File: config.mk
export PLATFORM = sky130hd
export DESIGN_NAME = sm_config_regfile
export DESIGN_NICKNAME = d
export VERILOG_FILES = /design/src/rtl/sm_config_pkg.sv /design/src/rtl/sm_dirty_prienc.sv /design/src/rtl/sm_config_regfile.sv
export SDC_FILE = /design/constraint.sdc
export NUM_CORES = 1
export LEC_CHECK = 0
export BUFFER_PORTS_ARGS = -buffer_cell sky130_fd_sc_hd__clkbuf_2
export CAP_MARGIN = 20
export CORE_AREA = 2 2 195 197
export DETAILED_ROUTE_END_ITERATION = 8
export DIE_AREA = 0 0 197 199
export RECOVER_POWER = 50
export SLEW_MARGIN = 15
export SYNTH_ARGS = -nofsm -noshare
export SYNTH_HDL_FRONTEND = slang
export SYNTH_SLANG_ARGS = --single-unit
export TNS_END_PERCENT = 1
File: constraint.sdc
create_clock -name clk -period 2.9 [get_ports clk]
set_clock_uncertainty 0.05 [all_clocks]
set_input_delay 0.435 -clock clk [delete_from_list [all_inputs] [get_ports clk]]
set_output_delay 0.435 -clock clk [all_outputs]
set_load 0.05 [all_outputs]
File: src/rtl/sm_config_pkg.sv
// rtl/sm_config_pkg.sv - shared types, addresses and helpers for the surveillance-module config register file
package sm_config_pkg;

  localparam logic [11:0] REG_ADDR           = 12'h000;
  localparam logic [11:0] REG_OVERRUN        = 12'h004;
  localparam logic [11:0] DEF_MAXCLKCNT_ADDR = 12'h200;
  localparam logic [11:0] DEF_CFG_BASE       = 12'h300;
  localparam logic [11:0] DEF_LOT_BASE       = 12'h400;

  typedef struct packed {
    logic        valid;
    logic        last;
    logic [15:0] data;
  } dii_flit;

  typedef enum logic [1:0] {
    ST_ADDR  = 2'd0,
    ST_LOW   = 2'd1,
    ST_HIGH  = 2'd2,
    ST_DRAIN = 2'd3
  } dbg_state_e;

  // One 32-bit LOT word per 32 tiles, rounded up.
  function automatic int lot_words(input int num_tiles);
    return ((num_tiles - 1) / 32) + 1;
  endfunction

endpackage

File: src/rtl/sm_dirty_prienc.sv
// rtl/sm_dirty_prienc.sv - lowest-index-first priority encoder over the dirty vector
module sm_dirty_prienc
  import sm_config_pkg::*;
#(
  parameter int W  = 8,
  parameter int IW = (W > 1) ? $clog2(W) : 1
) (
  input  logic [W-1:0]  d_i,
  output logic [IW-1:0] idx_o,
  output logic          valid_o
);

  // Scan downwards so the lowest set bit is the last to win.
  always_comb begin
    idx_o   = '0;
    valid_o = |d_i;
    for (int i = W - 1; i >= 0; i--) begin
      if (d_i[i]) idx_o = IW'(i);
    end
  end

endmodule

File: src/rtl/sm_config_regfile.sv
// rtl/sm_config_regfile.sv - DII-written config register file with dirty-flag IRQ and Wishbone readback
// Optional overrun counter at 12'h004 when SM_CONFIG_REGFILE_OVERRUN_EN is defined.
module sm_config_regfile
  import sm_config_pkg::*;
#(
  parameter int          NUM_TILES      = 9,
  parameter int          NUM_CFG_REGS   = 6,
  parameter logic [11:0] CFG_BASE       = DEF_CFG_BASE,
  parameter logic [11:0] LOT_BASE       = DEF_LOT_BASE,
  parameter logic [11:0] MAXCLKCNT_ADDR = DEF_MAXCLKCNT_ADDR
) (
  input  logic                      clk,
  input  logic                      rst_n,
  input  dii_flit                   dii_flit_in,
  input  logic [31:0]               wb_addr,
  input  logic                      wb_cyc,
  input  logic                      wb_stb,
  input  logic                      wb_we,
  input  logic [31:0]               wb_data_in,
  input  logic [3:0]                wb_sel,
  input  logic                      wb_cab,
  input  logic [2:0]                wb_cti,
  input  logic [1:0]                wb_bte,
  output logic                      wb_ack,
  output logic                      wb_err,
  output logic                      wb_rty,
  output logic [31:0]               wb_data_out,
  output logic [31:0]               max_clk_counter,
  output logic [NUM_CFG_REGS*32-1:0] cfg_regs,
  output logic                      irq
);

  localparam int NUM_LOT_REG = lot_words(NUM_TILES);
  localparam int ND          = NUM_CFG_REGS + NUM_LOT_REG;
  localparam int IW          = (ND > 1) ? $clog2(ND) : 1;

  typedef struct packed {
    logic          hit;
    logic [IW-1:0] idx;
  } dec_t;

  // Maps a byte address onto the combined CFG+LOT index space.
  function automatic dec_t reg_decode(input logic [11:0] a);
    dec_t        r;
    logic [31:0] ca;
    logic [31:0] la;
    r  = '0;
    ca = {20'b0, a} - {20'b0, CFG_BASE};
    la = {20'b0, a} - {20'b0, LOT_BASE};
    if (a[1:0] == 2'b00) begin
      if ((a >= CFG_BASE) && ((ca >> 2) < 32'(NUM_CFG_REGS))) begin
        r.hit = 1'b1;
        r.idx = IW'(ca >> 2);
      end else if ((a >= LOT_BASE) && ((la >> 2) < 32'(NUM_LOT_REG))) begin
        r.hit = 1'b1;
        r.idx = IW'((la >> 2) + 32'(NUM_CFG_REGS));
      end
    end
    return r;
  endfunction

  dbg_state_e     state_q;
  logic [11:0]    addr_q;
  logic [15:0]    low_q;
  logic [31:0]    regs_q [ND];
  logic [31:0]    maxclk_q;
  logic [ND-1:0]  dirty_q;
  logic [ND-1:0]  dirty_d;
  logic           irq_q;

  logic           wr_fire;
  logic [31:0]    wr_data;
  dec_t           wr_dec;
  dec_t           rd_dec;
  logic           rd_clr;
  logic [IW-1:0]  enc_idx;
  logic           enc_valid;
  logic [11:0]    read_addr;
  logic           unused_inputs;

`ifdef SM_CONFIG_REGFILE_OVERRUN_EN
  logic [7:0]     ovr_q;
  logic [7:0]     ovr_d;
  logic           ovr_clr;
  logic           ovr_inc;
`endif

  assign unused_inputs = ^{wb_addr[31:12], wb_data_in, wb_sel, wb_cab, wb_cti, wb_bte};

  // Debug packet parser: address flit, low half, high half (last).
  always_ff @(posedge clk or negedge rst_n) begin
    if (!rst_n) begin
      state_q <= ST_ADDR;
      addr_q  <= '0;
      low_q   <= '0;
    end else if (dii_flit_in.valid) begin
      case (state_q)
        ST_ADDR: begin
          if (!dii_flit_in.last) begin
            addr_q  <= dii_flit_in.data[11:0];
            state_q <= ST_LOW;
          end
        end
        ST_LOW: begin
          low_q   <= dii_flit_in.data;
          state_q <= dii_flit_in.last ? ST_DRAIN : ST_HIGH;
        end
        ST_HIGH: begin
          state_q <= dii_flit_in.last ? ST_ADDR : ST_DRAIN;
        end
        default: begin
          if (dii_flit_in.last) state_q <= ST_ADDR;
        end
      endcase
    end
  end

  assign wr_fire = (state_q == ST_HIGH) && dii_flit_in.valid && dii_flit_in.last;
  assign wr_data = {dii_flit_in.data, low_q};
  assign wr_dec  = reg_decode(addr_q);
  assign rd_dec  = reg_decode(wb_addr[11:0]);

  sm_dirty_prienc #(
    .W  (ND),
    .IW (IW)
  ) u_prienc (
    .d_i     (dirty_q),
    .idx_o   (enc_idx),
    .valid_o (enc_valid)
  );

  always_comb begin
    read_addr = '0;
    if (enc_valid) begin
      if (32'(enc_idx) < 32'(NUM_CFG_REGS)) begin
        read_addr = CFG_BASE + 12'({enc_idx, 2'b00});
      end else begin
        read_addr = LOT_BASE + 12'((32'(enc_idx) - 32'(NUM_CFG_REGS)) << 2);
      end
    end
  end

  always_comb begin
    wb_ack      = 1'b0;
    wb_err      = 1'b0;
    wb_data_out = '0;
    rd_clr      = 1'b0;
`ifdef SM_CONFIG_REGFILE_OVERRUN_EN
    ovr_clr     = 1'b0;
`endif
    if (wb_cyc && wb_stb) begin
      if (wb_we) begin
        wb_err = 1'b1;
      end else if (wb_addr[11:0] == REG_ADDR) begin
        wb_ack      = 1'b1;
        wb_data_out = {20'b0, read_addr};
`ifdef SM_CONFIG_REGFILE_OVERRUN_EN
      end else if (wb_addr[11:0] == REG_OVERRUN) begin
        wb_ack      = 1'b1;
        wb_data_out = {24'b0, ovr_q};
        ovr_clr     = 1'b1;
`endif
      end else if (rd_dec.hit) begin
        wb_ack      = 1'b1;
        wb_data_out = regs_q[rd_dec.idx];
        rd_clr      = 1'b1;
      end else begin
        wb_err = 1'b1;
      end
    end
  end

  // A debug write landing in the same cycle as a clearing read keeps the flag set.
  always_comb begin
    dirty_d = dirty_q;
    if (rd_clr) dirty_d[rd_dec.idx] = 1'b0;
    if (wr_fire && wr_dec.hit) dirty_d[wr_dec.idx] = 1'b1;
  end

  always_ff @(posedge clk or negedge rst_n) begin
    if (!rst_n) begin
      for (int i = 0; i < ND; i++) regs_q[i] <= '0;
      maxclk_q <= '0;
      dirty_q  <= '0;
      irq_q    <= 1'b0;
    end else begin
      if (wr_fire && wr_dec.hit) regs_q[wr_dec.idx] <= wr_data;
      if (wr_fire && (addr_q == MAXCLKCNT_ADDR)) maxclk_q <= wr_data;
      dirty_q <= dirty_d;
      irq_q   <= |dirty_d;
    end
  end

`ifdef SM_CONFIG_REGFILE_OVERRUN_EN
  assign ovr_inc = wr_fire && wr_dec.hit && dirty_q[wr_dec.idx] &&
                   !(rd_clr && (rd_dec.idx == wr_dec.idx));

  always_comb begin
    ovr_d = ovr_q;
    if (ovr_inc) begin
      if (ovr_clr)              ovr_d = 8'd1;
      else if (ovr_q != 8'hFF)  ovr_d = ovr_q + 8'd1;
    end else if (ovr_clr) begin
      ovr_d = '0;
    end
  end

  always_ff @(posedge clk or negedge rst_n) begin
    if (!rst_n) ovr_q <= '0;
    else        ovr_q <= ovr_d;
  end
`endif

  for (genvar g = 0; g < NUM_CFG_REGS; g++) begin : g_cfg_out
    assign cfg_regs[g*32 +: 32] = regs_q[g];
  end

  assign max_clk_counter = maxclk_q;
  assign irq             = irq_q;
  assign wb_rty          = 1'b0;

endmodule

==> run_summary.xml, run 1 <==
<?xml version="1.0" encoding="UTF-8"?>
<metrics>
  <group name="status">
    <metric name="outcome" unit="">finished with violations</metric>
    <metric name="violated_checks" unit="">max-capacitance violations, max-slew violations, negative setup slack</metric>
  </group>
  <group name="layout">
    <metric name="finalCoreUtilization" unit="%">49.2</metric>
    <metric name="final_common_cell" unit="">sky130_fd_sc_hd__dfrtp_1</metric>
    <metric name="area_growth_syn_to_layout" unit="%">24.1</metric>
    <metric name="post_route_cells_drive_above_1_share" unit="%">43.5</metric>
    <metric name="net_count_final" unit="">1676</metric>
    <metric name="regArea" unit="mm²">0.00736</metric>
    <metric name="multiInputGateArea" unit="mm²">0.00593</metric>
    <metric name="n_antenna_cell" unit="">0</metric>
    <metric name="layout_common_cells" unit="">sky130_fd_sc_hd__dfrtp_1 (294), sky130_fd_sc_hd__nand2_1 (293), sky130_fd_sc_hd__mux2_2 (213)</metric>
    <metric name="fill_cells" unit="">3409</metric>
    <metric name="final_design_area_no_fill" unit="mm²">0.0183</metric>
  </group>
  <group name="sta">
    <metric name="tightestPinTransition" unit="ns">2.08</metric>
    <metric name="finalHoldWorstSlack" unit="ns">0.179</metric>
    <metric name="share_of_the_clock_period_used_by_the_worst_path" unit="%">107</metric>
    <metric name="hold_violations" unit="">0</metric>
    <metric name="final.min_clock_period" unit="ns">3.10</metric>
    <metric name="max_slew_margin_vs_limit" unit="%">-39.0</metric>
    <metric name="drv_slew" unit="">73</metric>
    <metric name="fmax" unit="GHz">0.323</metric>
    <metric name="number_of_setup_violations_in_the_final_report" unit="">30</metric>
    <metric name="rsz_0062_raised_after_global_routing" unit="">true</metric>
    <metric name="post-route-worst-setup-slack" unit="ns">-0.199</metric>
  </group>
  <group name="clocking">
    <metric name="cts_buffers" unit="">36</metric>
    <metric name="clock-sinks" unit="">294</metric>
    <metric name="cts.htree.levels" unit="">2</metric>
    <metric name="cts.reportedPaths.clkPinSlew" unit="ns">0.05</metric>
    <metric name="cts-root-to-sink-buffers" unit="">3</metric>
    <metric name="clk-insertion-delay-late" unit="ns">0.52</metric>
    <metric name="tritoncts" unit="">built</metric>
    <metric name="cts_root_buffer" unit="">sky130_fd_sc_hd__clkbuf_16</metric>
  </group>
  <group name="logic_synthesis">
    <metric name="async_flop_share" unit="%">100</metric>
    <metric name="synth_sequential_area_ratio" unit="%">50.0</metric>
    <metric name="syn-num-nets" unit="">1494</metric>
    <metric name="ys_types" unit="">66</metric>
    <metric name="ys_ff_latch" unit="">294</metric>
    <metric name="synth_area_per_cell" unit="µm²">10.5</metric>
    <metric name="synth_area" unit="mm²">0.0147</metric>
    <metric name="netlist.area_leader.share" unit="%">50.0</metric>
    <metric name="synth_top_cells_by_area" unit="">sky130_fd_sc_hd__dfrtp_1 (50%), sky130_fd_sc_hd__mux2_2 (16%), sky130_fd_sc_hd__buf_4 (9.8%)</metric>
    <metric name="synthCells" unit="">1395</metric>
    <metric name="synth-main-ff-cell" unit="">sky130_fd_sc_hd__dfrtp_1</metric>
    <metric name="synth_edf_count" unit="">0</metric>
    <metric name="synth_area_leader_cell" unit="">sky130_fd_sc_hd__dfrtp_1</metric>
    <metric name="yosysWarnings" unit="">0</metric>
  </group>
  <group name="detailed_routing">
    <metric name="drt_iter0_drc" unit="">716</metric>
    <metric name="ant_nets" unit="">0</metric>
    <metric name="wl_per_cell" unit="µm">23.9</metric>
    <metric name="routed_wl" unit="mm">49.5</metric>
    <metric name="drtPass1Iterations" unit="">7</metric>
    <metric name="detail_route.vias_per_cell" unit="">5.46</metric>
    <metric name="drc_violations" unit="">0</metric>
    <metric name="vias" unit="">11301</metric>
  </group>
  <group name="power">
    <metric name="power.ir.vdd_worst" unit="µV">381</metric>
    <metric name="cellLeakagePower" unit="nW">9.02</metric>
    <metric name="p_comb_share" unit="%">9.1</metric>
    <metric name="cell_internal_pwr" unit="mW">7.49</metric>
    <metric name="total_switching_power" unit="mW">2.79</metric>
    <metric name="power.clock.fraction" unit="%">43.6</metric>
    <metric name="sw_frac_of_total" unit="%">27.1</metric>
    <metric name="power_density" unit="mW/mm²">563</metric>
    <metric name="seq_power_share" unit="%">47.2</metric>
  </group>
  <group name="grt">
    <metric name="antenna_found_initial" unit="">1</metric>
    <metric name="grt_start_max_net_pins" unit="">74</metric>
    <metric name="grt_first_pass_wirelength" unit="mm">72.7</metric>
    <metric name="first_global_vias" unit="">11383</metric>
    <metric name="global_route.overflow_total" unit="">0</metric>
    <metric name="track_usage" unit="%">25.0</metric>
  </group>
  <group name="setup_path">
    <metric name="ws_path_type" unit="">in -&gt; out</metric>
    <metric name="cp.arrival" unit="ns">2.61</metric>
    <metric name="reg2reg_depth" unit="">7</metric>
    <metric name="r2r_end" unit="">cfg_regs[28]$_DFFE_PN0P_</metric>
    <metric name="critPathLaunchType" unit="">input pin</metric>
    <metric name="rrSetupSlack" unit="ns">0.11</metric>
    <metric name="path_max_fanout" unit="">5</metric>
    <metric name="regToRegStartpoint" unit="">addr_q[3]$_DFFE_PN0P_</metric>
    <metric name="critical_path_required" unit="ns">2.41</metric>
    <metric name="crit_path_end_kind" unit="">output pin</metric>
  </group>
  <group name="floorplan">
    <metric name="die_w" unit="µm">197</metric>
    <metric name="design.portCount" unit="">357</metric>
    <metric name="placeableCoreArea" unit="mm²">0.0371</metric>
    <metric name="initial_utilization" unit="%">39.6</metric>
    <metric name="core.rowCount" unit="">71</metric>
    <metric name="die_y" unit="µm">199</metric>
    <metric name="floorplan.die_area" unit="mm²">0.0392</metric>
  </group>
  <group name="worst_hold_path">
    <metric name="hold_path_end" unit="">state_q[1]$_DFFE_PN0P_</metric>
    <metric name="min_path_cells" unit="">4</metric>
    <metric name="worst_hold_path_type" unit="">in -&gt; reg</metric>
    <metric name="hold_start" unit="">dii_flit_in[17]</metric>
  </group>
  <group name="place">
    <metric name="place_congestion" unit="">0.870</metric>
    <metric name="detailed_place_hpwl" unit="mm">33.8</metric>
    <metric name="placedInstanceArea" unit="mm²">0.0165</metric>
    <metric name="io_buffer_count" unit="">293</metric>
  </group>
  <group name="run">
    <metric name="cap_viol_max_count" unit="">1</metric>
  </group>
</metrics>
==> Yosys cell counts (6+ instances only) <==
master,number
sky130_fd_sc_hd__a21oi_1,16
sky130_fd_sc_hd__a2bb2oi_1,8
sky130_fd_sc_hd__a31oi_1,9
sky130_fd_sc_hd__a32o_1,9
sky130_fd_sc_hd__buf_1,13
sky130_fd_sc_hd__buf_2,9
sky130_fd_sc_hd__buf_4,193
sky130_fd_sc_hd__clkbuf_1,77
sky130_fd_sc_hd__dfrtp_1,294
sky130_fd_sc_hd__inv_1,9
sky130_fd_sc_hd__mux2_2,213
sky130_fd_sc_hd__mux2i_1,9
sky130_fd_sc_hd__nand2_1,298
sky130_fd_sc_hd__nand3_1,21
sky130_fd_sc_hd__nand4_1,9
sky130_fd_sc_hd__nor2_1,31
sky130_fd_sc_hd__nor3_1,22
sky130_fd_sc_hd__nor4_1,6
sky130_fd_sc_hd__o21ai_0,25
sky130_fd_sc_hd__o221ai_1,25
sky130_fd_sc_hd__o22ai_1,18
==> per-layer routing <==
layer  track usage [%]  routed length [µm]
met1              34.5               22000
met2              40.0               23000
met3              4.61                3150
met4              7.80                1390
met5                 0                   0
==> critical path, stage by stage <==
cell and delay [ns]:
sky130_fd_sc_hd__clkbuf_8 0.13, sky130_fd_sc_hd__nor4bb_4 0.34, sky130_fd_sc_hd__a211oi_2 0.13, sky130_fd_sc_hd__buf_4 0.18
sky130_fd_sc_hd__buf_6 0.11, sky130_fd_sc_hd__nor3_4 0.32, sky130_fd_sc_hd__buf_6 0.22, sky130_fd_sc_hd__o221ai_2 0.11
sky130_fd_sc_hd__a222oi_1 0.33, sky130_fd_sc_hd__buf_4 0.19, sky130_fd_sc_hd__buf_12 0.12
==> power by group through the flow <==
stage                     clock, mW  combinational [mW]  sequential [mW]
after detailed placement          0               0.930             4.93
after global placement            0               0.903             4.91
after global routing           4.73                1.02             4.91
after floorplan                   0               0.857             4.54
final                          4.48               0.940             4.85
after CTS                      4.59               0.953             4.85
==> cell families (layout without fill, tap and decap cells) <==
logic type,after synthesis,after routing,synth area share [%]
flops,294,294,50.0
mux,227,227,17.3
simple gates,427,427,12.7
fa+ha+maj,2,2,0.170
buf+inv,303,505,12.8
compound gates,141,141,6.96
other cells,1,1,0.0255
==> metrics by stage <==
stage	cells	worst slack [ns]	total power, mW	setup TNS (ns)
2_1_floorplan	1395	-0.560	5.40	-9.71
3_3_place_gp	1995	-0.250	5.81	-5.38
3_5_place_dp	1995	-0.263	5.85	-5.33
4_1_cts	2068	-0.117	10.4	-1.23
5_1_grt	2071	-0.261	10.7	-12.19
6_report	2071	-0.199	10.3	-2.42
==> state kept, by name, indices dropped and copies added (netlist names) <==
register         count
state_q              2
irq                  1
regs_q              32
max_clk_counter     32
low_q               16
addr_q              12
dirty_q              7
cfg_regs           192
==> final cells by class <==
class,instances,area share [%]
repair buffers,438,17.4
flip-flops and latches,294,40.3
multi-input cells,798,32.5
clock inverters,9,0.720
inverters,9,0.185
clock buffers,49,5.65
well taps,474,3.25
==> repair_timing <==
item / in CTS / in global routing
setup endpoints to repair: 32 / 32
resized for setup: 93 / 51
buffers inserted: 12 / 3
pin swaps: 19 / 15
hold buffers: 1 / 0
endpoints found under the hold margin: 65 / 0
gates cloned: 2 / 0
==> worst max-delay path by stage <==
stage	startpoint	to	cells after the start
after floorplan	wb_addr[3]	wb_data_out[24]	7
after global placement	wb_addr[9]	wb_data_out[4]	11
after detailed placement	wb_addr[8]	wb_data_out[1]	11
after CTS	wb_addr[7]	wb_data_out[24]	10
after global routing	wb_addr[10]	wb_data_out[1]	11
final	wb_addr[10]	wb_data_out[1]	11
Note: power is estimated with default switching activity, not from simulation.
==> run 2, diff against run 1 <==
BUFFER_PORTS_ARGS = unset   (was -buffer_cell sky130_fd_sc_hd__clkbuf_2)
DONT_BUFFER_PORTS = 1   (was unset)
==> run_summary.xml, run 2 (synthesized netlist as in run 1, its figures left out) <==
<?xml version="1.0" encoding="UTF-8"?>
<metrics>
  <group name="sta">
    <metric name="rsz_0062_raised_after_global_routing" unit="">true</metric>
    <metric name="finalHoldWorstSlack" unit="ns">-0.449</metric>
    <metric name="fmax" unit="GHz">0.346</metric>
    <metric name="final.min_clock_period" unit="ns">2.89</metric>
    <metric name="number_of_setup_violations_in_the_final_report" unit="">0</metric>
    <metric name="tightestPinTransition" unit="ns">0.789</metric>
    <metric name="post-route-worst-setup-slack" unit="ns">0.00583</metric>
    <metric name="max_slew_margin_vs_limit" unit="%">47.4</metric>
    <metric name="share_of_the_clock_period_used_by_the_worst_path" unit="%">99.8</metric>
    <metric name="hold_violations" unit="">294</metric>
    <metric name="final.setup.tns" unit="ns">0</metric>
    <metric name="drv_slew" unit="">0</metric>
  </group>
  <group name="grt">
    <metric name="groute.layer.met3.usage" unit="%">8.49</metric>
    <metric name="routing_usage_on_met1" unit="%">29.8</metric>
    <metric name="grt-busiest-layer" unit="">met2</metric>
    <metric name="use_met2" unit="%">39.4</metric>
    <metric name="track_usage" unit="%">23.9</metric>
    <metric name="antenna_found_initial" unit="">4</metric>
    <metric name="grt_first_pass_wirelength" unit="mm">68.6</metric>
    <metric name="grt_start_max_net_pins" unit="">295</metric>
    <metric name="first_global_vias" unit="">10281</metric>
    <metric name="global_route.overflow_total" unit="">0</metric>
  </group>
  <group name="power">
    <metric name="sw_frac_of_total" unit="%">26.7</metric>
    <metric name="power.ir.vdd_worst" unit="µV">440</metric>
    <metric name="p_comb_share" unit="%">6.7</metric>
    <metric name="cellLeakagePower" unit="nW">7.80</metric>
    <metric name="seq_power_share" unit="%">49.9</metric>
    <metric name="power.clock.fraction" unit="%">43.4</metric>
    <metric name="power.total" unit="mW">9.94</metric>
    <metric name="power_density" unit="mW/mm²">616</metric>
    <metric name="cell_internal_pwr" unit="mW">7.28</metric>
    <metric name="total_switching_power" unit="mW">2.66</metric>
  </group>
  <group name="clocking">
    <metric name="cts_root_buffer" unit="">sky130_fd_sc_hd__clkbuf_16</metric>
    <metric name="postCtsHoldBufs" unit="">17</metric>
    <metric name="cts.htree.levels" unit="">2</metric>
    <metric name="clock-sinks" unit="">294</metric>
    <metric name="cts-root-to-sink-buffers" unit="">3</metric>
    <metric name="clk-insertion-delay-late" unit="ns">0.54</metric>
    <metric name="tritoncts" unit="">built</metric>
    <metric name="cts.reportedPaths.clkPinSlew" unit="ns">0.06</metric>
    <metric name="cts_buffers" unit="">34</metric>
  </group>
  <group name="run">
    <metric name="cap_viol_max_count" unit="">0</metric>
  </group>
  <group name="setup_path">
    <metric name="cp.arrival" unit="ns">2.41</metric>
    <metric name="ws_path_type" unit="">reg -&gt; out</metric>
    <metric name="path_max_fanout" unit="">3</metric>
    <metric name="worst-path-buf-inv" unit="">1</metric>
    <metric name="critical_path.slowest_cell" unit="">sky130_fd_sc_hd__dfrtp_1</metric>
    <metric name="crit_path_end_kind" unit="">output pin</metric>
    <metric name="timing.critical_path.slowest_cell_delay" unit="ns">0.65</metric>
    <metric name="critPathLaunchType" unit="">register</metric>
    <metric name="crit_chain" unit="">mux2i_1 &gt; a22oi_1 &gt; o31a_1 &gt; o211ai_1 &gt; a21boi_2 &gt; buf_12</metric>
    <metric name="critical_path_required" unit="ns">2.41</metric>
    <metric name="cp_top_family" unit="">compound AO/OA/AOI/OAI gates</metric>
  </group>
  <group name="floorplan">
    <metric name="placeableCoreArea" unit="mm²">0.0371</metric>
    <metric name="floorplan.die_area" unit="mm²">0.0392</metric>
    <metric name="die_w" unit="µm">197</metric>
    <metric name="design.portCount" unit="">357</metric>
    <metric name="core.rowCount" unit="">71</metric>
    <metric name="initial_utilization" unit="%">39.6</metric>
    <metric name="die_y" unit="µm">199</metric>
  </group>
  <group name="layout">
    <metric name="area_growth_syn_to_layout" unit="%">9.60</metric>
    <metric name="regArea" unit="mm²">0.00736</metric>
    <metric name="multiInputGateArea" unit="mm²">0.00566</metric>
    <metric name="finalCoreUtilization" unit="%">43.4</metric>
    <metric name="fill_cells" unit="">3506</metric>
    <metric name="layout_common_cells" unit="">sky130_fd_sc_hd__nand2_1 (296), sky130_fd_sc_hd__dfrtp_1 (294), sky130_fd_sc_hd__mux2_2 (213)</metric>
    <metric name="largest_register_ff_count" unit="">192</metric>
    <metric name="post_route_cells_drive_above_1_share" unit="%">31.9</metric>
    <metric name="net_count_final" unit="">1391</metric>
    <metric name="final_common_cell" unit="">sky130_fd_sc_hd__nand2_1</metric>
  </group>
  <group name="detailed_routing">
    <metric name="detail_route.vias_per_cell" unit="">5.65</metric>
    <metric name="drt_iter0_drc" unit="">649</metric>
    <metric name="vias" unit="">10107</metric>
    <metric name="drtPass1Iterations" unit="">5</metric>
    <metric name="routed_wl" unit="mm">47.3</metric>
    <metric name="ant_nets" unit="">0</metric>
    <metric name="wl_per_cell" unit="µm">26.4</metric>
    <metric name="drc_violations" unit="">0</metric>
  </group>
  <group name="place">
    <metric name="pre_cts_ws" unit="ns">-0.0486</metric>
    <metric name="detailed_place_hpwl" unit="mm">31.6</metric>
    <metric name="place_congestion" unit="">0.866</metric>
    <metric name="io_buffer_count" unit="">0</metric>
  </group>
  <group name="status">
    <metric name="violated_checks" unit="">negative hold slack</metric>
    <metric name="outcome" unit="">finished with violations</metric>
  </group>
  <group name="worst_hold_path">
    <metric name="worst_hold_path_type" unit="">in -&gt; async</metric>
  </group>
</metrics>
[run 2: cell count changes in the layout (fill, tap and decap cells not counted), moves of 8 or more]
cell,before,now
sky130_fd_sc_hd__dlygate4sd3_1,1,17
sky130_fd_sc_hd__a21oi_1,7,15
sky130_fd_sc_hd__buf_4,107,97
sky130_fd_sc_hd__buf_8,9,0
sky130_fd_sc_hd__clkbuf_1,103,30
sky130_fd_sc_hd__buf_6,14,3
sky130_fd_sc_hd__clkbuf_2,162,0
sky130_fd_sc_hd__buf_12,34,18
[run 2: per-layer routing]
| metal | part of all wire, % | up-vias | wire length, µm |
|---|---|---|---|
| li1 | - | 4401 | - |
| met1 | 40 | 5211 | 19100 |
| met2 | 48 | 415 | 22600 |
| met3 | 9.7 | 74 | 4560 |
| met4 | 2.2 | 6 | 1020 |
| met5 | 0.068 | - | 32 |
[run 2: power groups by stage]
stage	registers (mW)	clock network [mW]	logic, mW
after detailed placement	5.04	0	0.600
after global placement	5.02	0	0.577
final	4.96	4.31	0.663
after CTS	4.97	4.43	0.667
after floorplan	4.54	0	0.857
after global routing	5.02	4.58	0.726
[run 2: cell type report]
cell class              count  area share, %
repair buffers            155           8.48
multi-input cells         798           35.1
well taps                 474           3.68
clock buffers              54           6.57
inverters                   9          0.209
diodes                      1         0.0155
clock inverters             5          0.310
flip-flops and latches    294           45.6
[run 2: what timing repair did]
item | 4_1_cts | 5_1_grt
endpoints found under the hold margin | 451 | 294
pin swaps | 0 | 6
setup buffers | 0 | 4
resized for setup | 5 | 17
endpoints found under the setup margin | 8 | 32
[run 2: worst paths after layout]
check / from / to / slack [ns] / cells after the start
worst max-delay path: cfg_regs[136]$_DFFE_PN0P_ / wb_data_out[8] / 0.006 / 6
worst min-delay path: rst_n / cfg_regs[67]$_DFFE_PN0P_ / -0.45 / 0
worst max register to register: addr_q[3]$_DFFE_PN0P_ / irq$_DFF_PN0_ / 0.16 / 9
worst min register to register: regs_q[8]$_DFFE_PN0P_ / regs_q[8]$_DFFE_PN0P_ / 0.45 / 1
max in group asynchronous: rst_n / low_q[0]$_DFFE_PN0P_ / 2.83 / 0
min in group clk: dii_flit_in[17] / state_q[1]$_DFFE_PN0P_ / 0.03 / 3
[run 2: per-stage QoR]
| stage | cell area, µm² | hold slack (ns) | std cells |
|---|---|---|---|
| 4_1_cts | 16100 | -0.486 | 1785 |
| 3_3_place_gp | 14800 | 0.0957 | 1709 |
| 6_report | 16100 | -0.449 | 1790 |
| 5_1_grt | 16100 | -0.487 | 1789 |
| 3_5_place_dp | 14800 | 0.0960 | 1709 |
| 2_1_floorplan | 14800 | 0.0894 | 1395 |
==> run 3, diff against run 2 <==
clock period = 2.75 ns   (was 2.9 ns; I/O delays follow)
==> run_summary.xml, run 3 (synthesized netlist as in run 1, its figures left out) <==
<?xml version="1.0" encoding="UTF-8"?>
<metrics>
  <group name="setup_path">
    <metric name="crit_start" unit="">wb_addr[4]</metric>
    <metric name="regToRegStartpoint" unit="">addr_q[4]$_DFFE_PN0P_</metric>
    <metric name="rrSetupSlack" unit="ns">0.13</metric>
    <metric name="r2r_end" unit="">irq$_DFF_PN0_</metric>
    <metric name="critical_path.slowest_cell" unit="">sky130_fd_sc_hd__nor4bb_4</metric>
    <metric name="path_max_fanout" unit="">6</metric>
    <metric name="ws_path_type" unit="">in -&gt; out</metric>
    <metric name="cp.arrival" unit="ns">2.36</metric>
    <metric name="timing.critical_path.slowest_cell_delay" unit="ns">0.36</metric>
    <metric name="critical_path_required" unit="ns">2.29</metric>
    <metric name="crit_chain" unit="">nor4bb_4 &gt; a211oi_4 &gt; buf_2 &gt; or2_1 &gt; buf_4 &gt; a221o_1 &gt; a31oi_1 &gt; a32o_2 &gt; buf_12</metric>
    <metric name="reg2reg_depth" unit="">9</metric>
    <metric name="critPathLaunchType" unit="">input pin</metric>
    <metric name="crit_path_end_kind" unit="">output pin</metric>
  </group>
  <group name="sta">
    <metric name="max_slew_margin_vs_limit" unit="%">36.9</metric>
    <metric name="fmax" unit="GHz">0.354</metric>
    <metric name="rsz_0062_raised_after_global_routing" unit="">true</metric>
    <metric name="tightestPinTransition" unit="ns">0.939</metric>
    <metric name="final.min_clock_period" unit="ns">2.83</metric>
    <metric name="hold_violations" unit="">294</metric>
    <metric name="finalHoldWorstSlack" unit="ns">-0.469</metric>
    <metric name="number_of_setup_violations_in_the_final_report" unit="">17</metric>
    <metric name="share_of_the_clock_period_used_by_the_worst_path" unit="%">103</metric>
    <metric name="post-route-worst-setup-slack" unit="ns">-0.0755</metric>
    <metric name="drv_slew" unit="">0</metric>
  </group>
  <group name="layout">
    <metric name="final_cells" unit="">1839</metric>
    <metric name="final_common_cell" unit="">sky130_fd_sc_hd__nand2_1</metric>
    <metric name="post_route_cells_drive_above_1_share" unit="%">33.7</metric>
    <metric name="final_design_area_no_fill" unit="mm²">0.0166</metric>
    <metric name="area_growth_syn_to_layout" unit="%">12.6</metric>
    <metric name="largest_register_ff_count" unit="">192</metric>
    <metric name="net_count_final" unit="">1441</metric>
    <metric name="multiInputGateArea" unit="mm²">0.00570</metric>
    <metric name="regArea" unit="mm²">0.00736</metric>
    <metric name="layout_common_cells" unit="">sky130_fd_sc_hd__nand2_1 (295), sky130_fd_sc_hd__dfrtp_1 (294), sky130_fd_sc_hd__mux2_2 (213)</metric>
    <metric name="fill_cells" unit="">3447</metric>
  </group>
  <group name="detailed_routing">
    <metric name="drc_violations" unit="">0</metric>
    <metric name="routed_wl" unit="mm">47.6</metric>
    <metric name="drt_iter0_drc" unit="">675</metric>
    <metric name="ant_nets" unit="">0</metric>
    <metric name="detail_route.vias_per_cell" unit="">5.57</metric>
    <metric name="wl_per_cell" unit="µm">25.9</metric>
    <metric name="drtPass1Iterations" unit="">4</metric>
    <metric name="vias" unit="">10236</metric>
  </group>
  <group name="worst_hold_path">
    <metric name="worst_hold_path_type" unit="">in -&gt; async</metric>
  </group>
  <group name="place">
    <metric name="place_congestion" unit="">0.870</metric>
    <metric name="io_buffer_count" unit="">0</metric>
    <metric name="pre_cts_ws" unit="ns">-0.263</metric>
    <metric name="placedInstanceArea" unit="mm²">0.0151</metric>
    <metric name="dpl.cell_count" unit="">1751</metric>
    <metric name="detailed_place_hpwl" unit="mm">32.2</metric>
  </group>
  <group name="status">
    <metric name="violated_checks" unit="">negative hold slack, negative setup slack</metric>
    <metric name="outcome" unit="">finished with violations</metric>
  </group>
  <group name="clocking">
    <metric name="cts.htree.levels" unit="">2</metric>
    <metric name="cts.reportedPaths.clkPinSlew" unit="ns">0.05</metric>
    <metric name="postCtsHoldBufs" unit="">18</metric>
    <metric name="clock-sinks" unit="">294</metric>
    <metric name="clk-insertion-delay-late" unit="ns">0.54</metric>
    <metric name="cts_root_buffer" unit="">sky130_fd_sc_hd__clkbuf_16</metric>
    <metric name="tritoncts" unit="">built</metric>
    <metric name="cts-root-to-sink-buffers" unit="">3</metric>
    <metric name="cts_buffers" unit="">36</metric>
  </group>
  <group name="power">
    <metric name="p_comb_share" unit="%">7.1</metric>
    <metric name="power_density" unit="mW/mm²">646</metric>
    <metric name="cellLeakagePower" unit="nW">8.01</metric>
    <metric name="power.ir.vdd_worst" unit="µV">404</metric>
    <metric name="power.clock.fraction" unit="%">44.1</metric>
    <metric name="total_switching_power" unit="mW">2.86</metric>
    <metric name="cell_internal_pwr" unit="mW">7.85</metric>
    <metric name="seq_power_share" unit="%">48.9</metric>
    <metric name="sw_frac_of_total" unit="%">26.7</metric>
  </group>
  <group name="grt">
    <metric name="grt_start_max_net_pins" unit="">295</metric>
    <metric name="global_route.overflow_total" unit="">0</metric>
    <metric name="antenna_found_initial" unit="">4</metric>
    <metric name="use_met2" unit="%">38.6</metric>
    <metric name="track_usage" unit="%">23.9</metric>
    <metric name="grt-busiest-layer" unit="">met2</metric>
    <metric name="groute.layer.met3.usage" unit="%">7.49</metric>
    <metric name="routing_usage_on_met1" unit="%">30.2</metric>
    <metric name="first_global_vias" unit="">10203</metric>
    <metric name="grt_first_pass_wirelength" unit="mm">68.3</metric>
  </group>
  <group name="floorplan">
    <metric name="floorplan.die_area" unit="mm²">0.0392</metric>
    <metric name="placeableCoreArea" unit="mm²">0.0371</metric>
    <metric name="design.portCount" unit="">357</metric>
    <metric name="core.rowCount" unit="">71</metric>
    <metric name="die_y" unit="µm">199</metric>
    <metric name="initial_utilization" unit="%">39.6</metric>
    <metric name="die_w" unit="µm">197</metric>
  </group>
  <group name="run">
    <metric name="cap_viol_max_count" unit="">0</metric>
  </group>
</metrics>
-- run 3: cell count changes in the layout (fill, tap and decap cells not counted), sizes merged --
| cell | delta |
|---|---|
| clkinvlp | +2 |
| diode | +1 |
| bufinv | +2 |
| buf | +29 |
| dlygate4sd3 | +1 |
| clkbuf | +14 |
-- run 3: worst max path at each step --
stage	end	slack, ns	depth (start not counted)
CTS	wb_data_out[19]	-0.04	9
finish	wb_data_out[9]	-0.08	9
floorplan	wb_data_out[24]	-0.67	7
detailed placement	wb_data_out[31]	-0.26	8
global placement	wb_data_out[31]	-0.27	8
global route	wb_data_out[14]	-0.25	10
-- run 3: repair_timing --
action,CTS,global route
setup endpoints to repair,29,46
setup buffers,2,6
gates resized for setup,14,29
hold endpoints to repair,451,294
gates cloned,0,1
pin swaps,2,15
-- run 3: layer usage --
metal | wire (µm) | vias to the layer above | part of all wire [%]
met2 | 22600 | 438 | 48
li1 | - | 4506 | -
met5 | 26 | - | 0.055
met1 | 19300 | 5197 | 41
met4 | 1370 | 4 | 2.9
met3 | 4240 | 91 | 8.9
-- run 3: layout make-up --
| class | count | share of cell area (%) |
|---|---|---|
| clock inverter | 9 | 0.778 |
| timing repair buffer | 203 | 10.4 |
| multi-input combinational | 798 | 34.4 |
| tap | 474 | 3.58 |
| inverter | 9 | 0.204 |
| clock buffer | 50 | 6.18 |
| antenna | 2 | 0.0302 |
| sequential | 294 | 44.4 |
-- run 3: through the flow --
step                power (mW)  setup TNS [ns]  utilization, %
floorplan                 5.69          -12.86               -
global placement          5.94           -3.29            40.7
detailed placement        5.99           -4.26            40.7
CTS                       10.8          -0.132            44.5
global route              11.1           -3.28            44.6
finish                    10.7          -0.623            44.6
-- run 3: worst max-delay path: cells and delay by family --
family	cells	cell delay (ns)
AO/OA/AOI/OAI	4	0.78
buffers and inverters	3	0.51
AND/OR/NAND/NOR	2	0.66
-- run 3: power by group through the flow --
| stage | combinational, mW | clock, mW | sequential [mW] |
|---|---|---|---|
| after floorplan | 0.904 | 0 | 4.79 |
| after CTS | 0.745 | 4.83 | 5.24 |
| after global placement | 0.645 | 0 | 5.29 |
| final | 0.755 | 4.72 | 5.23 |
| after global routing | 0.815 | 5.00 | 5.29 |
| after detailed placement | 0.672 | 0 | 5.31 |
